==> src/rtl/pc_pkg.sv <==
// Shared definitions for the fetch PC update logic: PC-source codes,
// FSM state encoding and the default datapath width.
package pc_pkg;

  localparam int XLEN_DEFAULT = 32;

  localparam logic [1:0] PCSRC_SEQ  = 2'b00;
  localparam logic [1:0] PCSRC_BR   = 2'b01;
  localparam logic [1:0] PCSRC_JALR = 2'b10;

  typedef enum logic [1:0] {
    S_BOOT,
    S_FETCH,
    S_TRAP
  } pc_state_t;

endpackage

==> src/rtl/pc_target_calc.sv <==
// Redirect target generation for branch and jalr, plus misaligned-target detection.
module pc_target_calc
  import pc_pkg::*;
#(
  parameter int XLEN = XLEN_DEFAULT
) (
  input  logic [1:0]      i_prePCSrc,
  input  logic [XLEN-1:0] i_pcE,
  input  logic [XLEN-1:0] i_immE,
  input  logic [XLEN-1:0] i_rs1E,
  output logic [XLEN-1:0] target,
  output logic            misaligned
);

  always_comb begin
    // Bit1 selects the jalr path, so the illegal code 11 also behaves as jalr.
    if ((i_prePCSrc & PCSRC_JALR) != 2'b00) begin
      target = (i_rs1E + i_immE) & ~XLEN'(1);
    end else begin
      target = i_pcE + i_immE;
    end
    misaligned = (i_prePCSrc != PCSRC_SEQ) && (target[1:0] != 2'b00);
  end

endmodule

==> src/rtl/pc_update_unit.sv <==
// Fetch program counter owner: next-PC selection, fetch handshake,
// redirect flush and instruction-address-misaligned trap.
module pc_update_unit
  import pc_pkg::*;
#(
  parameter int              XLEN     = XLEN_DEFAULT,
  parameter logic [XLEN-1:0] RESET_PC = '0,
  parameter logic [XLEN-1:0] TRAP_VEC = XLEN'(32'h0000_0100)
) (
  input  logic            i_clk,
  input  logic            i_rst_n,
  input  logic [1:0]      i_prePCSrc,
  input  logic [XLEN-1:0] i_pcE,
  input  logic [XLEN-1:0] i_immE,
  input  logic [XLEN-1:0] i_rs1E,
  input  logic            i_stall,
  input  logic            i_imemReady,
  output logic            o_imemValid,
  output logic [XLEN-1:0] o_pc,
  output logic [XLEN-1:0] o_pcPlus4,
  output logic            o_flush,
  output logic            o_excMisaligned,
  output logic [XLEN-1:0] o_excTval
);

  pc_state_t       state_q, state_d;
  logic [XLEN-1:0] pc_q, pc_d;
  logic [XLEN-1:0] tval_q, tval_d;
  logic [XLEN-1:0] target;
  logic            misaligned;
  logic            redirect;

  if ((RESET_PC[1:0] != 2'b00) || (TRAP_VEC[1:0] != 2'b00)) begin : g_align_chk
    $error("pc_update_unit: RESET_PC and TRAP_VEC must be 4-byte aligned");
  end

  pc_target_calc #(.XLEN(XLEN)) u_target (
    .i_prePCSrc (i_prePCSrc),
    .i_pcE      (i_pcE),
    .i_immE     (i_immE),
    .i_rs1E     (i_rs1E),
    .target     (target),
    .misaligned (misaligned)
  );

  always_comb begin
    state_d         = state_q;
    pc_d            = pc_q;
    tval_d          = tval_q;
    redirect        = 1'b0;
    o_imemValid     = 1'b0;
    o_excMisaligned = 1'b0;
    unique case (state_q)
      S_BOOT: state_d = S_FETCH;
      S_FETCH: begin
        o_imemValid = 1'b1;
        redirect    = (i_prePCSrc != PCSRC_SEQ);
        // A redirect abandons the outstanding fetch, so it beats stall and ignores ready.
        if (redirect && misaligned) begin
          pc_d    = TRAP_VEC;
          tval_d  = target;
          state_d = S_TRAP;
        end else if (redirect) begin
          pc_d = target;
        end else if (!i_stall && i_imemReady) begin
          pc_d = pc_q + XLEN'(4);
        end
      end
      S_TRAP: begin
        o_excMisaligned = 1'b1;
        state_d         = S_FETCH;
      end
      default: state_d = S_BOOT;
    endcase
  end

  always_ff @(posedge i_clk or negedge i_rst_n) begin
    if (!i_rst_n) begin
      state_q <= S_BOOT;
      pc_q    <= RESET_PC;
      tval_q  <= '0;
    end else begin
      state_q <= state_d;
      pc_q    <= pc_d;
      tval_q  <= tval_d;
    end
  end

  assign o_flush   = redirect;
  assign o_pc      = pc_q;
  assign o_pcPlus4 = pc_q + XLEN'(4);
  assign o_excTval = tval_q;

  // Code 11 is never produced by a correct decoder.
  a_no_code11 : assert property (@(posedge i_clk) disable iff (!i_rst_n)
    (state_q == S_FETCH) |-> (i_prePCSrc != 2'b11));

endmodule

==> config.mk <==
export PLATFORM = sky130hd
export DESIGN_NAME = pc_update_unit
export DESIGN_NICKNAME = d
export VERILOG_FILES = /design/src/rtl/pc_pkg.sv /design/src/rtl/pc_target_calc.sv /design/src/rtl/pc_update_unit.sv
export SDC_FILE = /design/constraint.sdc
export NUM_CORES = 1
export LEC_CHECK = 0
export CORE_MARGIN = 10
export CORE_UTILIZATION = 50
export DETAILED_ROUTE_END_ITERATION = 12
export GPL_ROUTABILITY_DRIVEN = 0
export PLACE_DENSITY = 0.83
export SYNTH_ARGS = -nofsm -noshare
export SYNTH_HDL_FRONTEND = slang
export SYNTH_SLANG_ARGS = --single-unit
==> constraint.sdc <==
create_clock -name i_clk -period 5.57 [get_ports i_clk]
set_clock_uncertainty 0.2 [all_clocks]
set_input_delay 1.671 -clock i_clk [delete_from_list [all_inputs] [get_ports i_clk]]
set_output_delay 1.671 -clock i_clk [all_outputs]
set_load 0.02 [all_outputs]
After elaboration in Yosys (flattened, before gate mapping). Index checks and enable logic that the tools add are counted.

$add $sub $neg: 3. Equal/unequal tests: 3. Muxes and demuxes: 9. Reductions and logical operators: 11.

Operators by type and width (number): $mux 32 (4); $add 32x32->32 (2); $add 32x3->32 const B (1); $pmux 2 s2 (1); $reduce_and 2->1 (2); $reduce_bool 2->1 (2); $logic_and 1x1->1 (3); $mux 1 (3); $reduce_bool 3->1 (1); $eq 2x1->1 const B (1); $eq 2x2->1 const B (1); $logic_not 2->1 (1); $mux 2 (1); $ne 2x2->1 const B (1); $reduce_or 2->1 (1); $logic_not 1->1 (1).

Flip-flop bits (word level): 66. Input port bits: 102. Output and inout bits: 99. Logic and storage cells: 29.

Depth between registers and ports, before layout.
Depth after elaboration: 7. Gate-level depth with buffers: 13. Depth with buffers taken out: 12.

By module. Synthesis repeated with hierarchy kept, for this count alone.

Cells, all modules: 895. Area total of the unflattened synthesis: 7350.8 µm².

By module, submodules not included: pc_target_calc (instances 1, cells each 521, area each 3677.3 µm², sequential area each 0.0 µm²); pc_update_unit (instances 1, cells each 374, area each 3673.5 µm², sequential area each 1651.6 µm²).

Least setup slack after synthesis. OpenSTA, ideal clock, no wires.

Path kind: input to register. Start: input i_pcE[0]. End: register pc_q[26] (netlist: o_pc[26]). Setup time: 0.126 ns. Arrival: 4.092 ns. Data required time: 5.244 ns. Setup slack: 1.152 ns. Cell stages on the path: 12. Path buffers: 0. Cells stage by stage: ha_1 fa_1 a21oi_1 o21a_1 nor4_2 o21ai_2 a211oi_1 a221o_1 a311o_1 a31oi_1 nor3_1 a221o_1.

Word-level cells in the longest chain between the ends: 7. Elaborated cells between the ends (all ways): 9. Classes of those cells: 1 x add/sub; 3 x mux; 5 x reduce/logical.

RTL lines: start, declared (line pc_update_unit.sv:13) `input logic [XLEN-1:0] i_pcE,`; $add 32x32->32 (*) (line pc_target_calc.sv:20) `target = i_pcE + i_immE;`; $mux 32 (*) (line pc_target_calc.sv:17) `if ((i_prePCSrc & PCSRC_JALR) != 2'b00) begin`; $reduce_bool 2->1 (line pc_target_calc.sv:22) `misaligned = (i_prePCSrc != PCSRC_SEQ) && (target[1:0] != 2'b00);`; $logic_and 1x1->1 (line pc_target_calc.sv:22); $logic_and 1x1->1 (line pc_update_unit.sv:59) `if (redirect && misaligned) begin`; $reduce_bool 3->1 (no line); $reduce_and 2->1 (no line); end signal, assigned (line pc_update_unit.sv:84) `pc_q <= pc_d;`; end, declared (line pc_update_unit.sv:27) `logic [XLEN-1:0] pc_q, pc_d;`.

Mark *: on every way between the ends. The rest lies on a longest branch, timed or not. A chain may end at the register's enable or synchronous reset.

Final worst setup path.
Start: register pc_q[12] (netlist: o_pc[12]). End: output o_pcPlus4[25].

Word-level cells in the longest chain between the ends: 1.

RTL lines: $add 32x3->32 (line pc_update_unit.sv:91) `assign o_pcPlus4 = pc_q + XLEN'(4);`; end, declared (line pc_update_unit.sv:20) `output logic [XLEN-1:0] o_pcPlus4,`.

Every way passes these cells.

==> impl_metrics.yaml <==
route:
  wl_met3_mm: 2.00
  met1_length_mm: 10.5
  wl_per_cell_um: 18.8
  firstDrtPassIters: 5
  wl_mm: 24.3
  vias_per_cell: 5.99
  first_iter_violations: 799
  top_layer_used: "met4"
  drc: 0
  wl_met2_mm: 11.3
  ant_nets: 0
  vias: 7733
logic_synthesis:
  syn_inst: 931
  synth_ff_type: "dfrtp_1"
  synth_commonest_cells: "119 x nand2_1, 99 x nor2_1, 89 x a21oi_1"
  synth_top_area_share_pct: 23.5
  synthesis.area_sq_um: 7030
  syn-mean-instance-area_sq_um: 7.55
  synth_edf_count: 0
  ys_seq_elements: 66
  async_reset_ff_share_pct: 100
  yosysTopAreaCell: "dfrtp_1"
  synth_seq_area_share_pct: 23.5
  yosysWarnings: 0
  yosysUniqueCellTypes: 76
  synth.net_count: 1097
  yosys-top-cells-area: "dfrtp_1 23%, ha_1 11%, nand2_1 6.4%"
  yosysMostFrequentCell: "nand2_1"
timing:
  slew_headroom_pct: 38.3
  fin_crit_ns: 5.16
  tightest_slew_ns: 0.926
  hold_viol_final: 0
  tns_ns: 0
  post-route-period-util_pct: 92.6
  clock.fmax_mhz: 194
  rsz0062_at_grt: "false"
  setup_viol: 0
  maxSlewViolCount: 0
  setup_ws_ns: 0.410
global_routing:
  grt_pass1_vias: 7190
  antenna_found_initial: 1
  grt_max_degree: 52
  grt_pass1_wl_mm: 38.6
  grt_util_all_layers_pct: 23.9
  grt_overflow: 0
worst_setup_path:
  critPathMaxFanout: 9
  worstSetupPathType: "register to output port"
  crit_path_top_delay_cell: "clkdlybuf4s50_1"
  cp.required_ns: 3.70
  worstPathArrival_ns: 3.29
  worstPathCellList: "nand4_1 > nor3_1 > and3_1 > nand2_1 > nor3_1 > nand2_1 > xnor2_1 > clkdlybuf4s50_1"
  crit_path_start_kind: "register"
  critPathCaptureType: "output port"
  cpPeakStageDelay_ns: 0.67
final_layout:
  drive_gt1_share_pct: 4.05
  finalInstanceArea_sq_um: 9410
  nets: 1273
  n_fill_cell: 1189
  areaGrowthSynthToFinish_pct: 33.8
  final_util_pct: 68.1
clocking:
  cts_resized: 0
  path_clk_slew_ns: 0.05
  clockBufferDepth: 2
  cts_tree: "yes"
  cts_buffers: 9
  hold_buffers: 0
  htreeDepth: 3
  cts_sinks: 66
  clk_latency_ns: 0.33
  post-cts-setup-buffer-count: 0
  root_buffer: "clkbuf_16"
die:
  die_y_um: 139
  core_sq_um: 13800
  io_pins: 201
  die_x_um: 139
  initial_core_util_pct: 50.8
  std_cell_rows: 43
  fp.dieArea_sq_um: 19200
placement:
  dp_hpwl_mm: 19.6
  dpl-instance-area_sq_um: 9160
  place_ws_ns: 0.419
  port_buffers: 200
power:
  p_leak_nw: 4.05
  power_density_nw_per_um2: 394
  peakVddDrop_mv: 0.222
run:
  drv_cap: 0
min_path:
  hold_class: "register to register"
status:
  outcome: "finished clean"
[cells in the final DEF, fill, tap and decap left out, types with 4 or more instances in the layout]
cell type	netlist	final
nor2_1	99	99
buf_4	2	12
nand2b_1	5	5
and3_1	18	18
clkdlybuf4s50_1	0	198
clkinv_2	0	4
or3_1	9	9
o21ai_0	44	44
and2_1	4	4
o21ai_1	42	41
o21a_1	9	9
dfrtp_1	66	66
mux2i_1	6	6
clkbuf_16	0	9
a21oi_1	89	89
a211oi_1	9	9
a21boi_0	5	5
a21o_1	22	22
nand3_1	34	34
inv_1	13	13
nand4_1	6	6
a31oi_1	13	13
a41oi_1	6	6
a22o_1	5	5
nand2_1	119	119
a211o_1	5	5
or2_1	6	6
xnor2_1	42	42
nor2b_1	14	14
xor2_1	39	39
ha_1	62	62
nor3_1	20	20
[report_power, final]
| part | internal (W) | switching, W | leakage [nW] |
|---|---|---|---|
| clock network | 0.000295 | 0.000200 | 0.129 |
| logic | 0.00102 | 0.00126 | 3.10 |
| registers | 0.000694 | 0.000240 | 0.820 |
[cell type report]
class                           count  area [sq um]  area share, %
Timing Repair Buffer              212          2080           22.1
Clock buffer                       11           233           2.47
Tap cell                          180           225           2.39
Multi-Input combinational cell    803          5140           54.6
Sequential cell                    66          1650           17.6
Inverter                           15          56.3          0.598
Clock inverter                      4          20.0          0.213
Antenna cell                        1          2.50         0.0266
[worst max-delay path: cells and delay by family, from the launching register on]
kind | cells | cell delay [ns]
simple gates | 6 | 1.50
buf+inv | 1 | 0.67
flops | 1 | 0.51
xor+xnor | 1 | 0.28
[metrics by stage]
stage	power [W]	std cells	hold slack, ns
after floorplan	0.00215	931	0.243
after global placement	0.00316	1276	0.256
after detailed placement	0.00321	1276	0.264
after CTS	0.00371	1291	0.276
after global routing	0.00393	1292	0.294
final	0.00371	1292	0.276
[worst paths after layout]
check                           cells past startpoint           from  slack, ns            end
worst max-delay path                                8       o_pc[12]       0.41  o_pcPlus4[25]
worst min-delay path                                2  o_excTval[20]       0.28  o_excTval[20]
worst max register to register                     12        o_pc[2]       2.53       o_pc[26]
worst min register to register                      2  o_excTval[20]       0.28  o_excTval[20]
max in group asynchronous                           2        i_rst_n       2.98   o_excTval[7]
min in group asynchronous                           1        i_rst_n       1.28       o_pc[23]
[sequential cells by signal (all words and copies together) (netlist names)]
register,flops
o_excTval,32
o_pc,32
state_q,2
[metal layers]
metal / GRT usage (%) / vias to the layer above
li1: - / 3731
met1: 32.3 / 3586
met2: 38.4 / 372
met3: 3.77 / 44
met4: 6.99 / 0
met5: 0 / -
[kinds of logic after synthesis]
logic type,after synthesis,synth area share (%)
buffers and inverters,62,3.45
flip-flops,66,23.5
multiplexers,8,1.17
adder cells (fa/ha/maj),64,11.6
XOR/XNOR,81,10.1
AND/OR/NAND/NOR,346,22.3
AO/OA/AOI/OAI,304,27.9
Note: power is estimated with default switching activity, not from simulation.
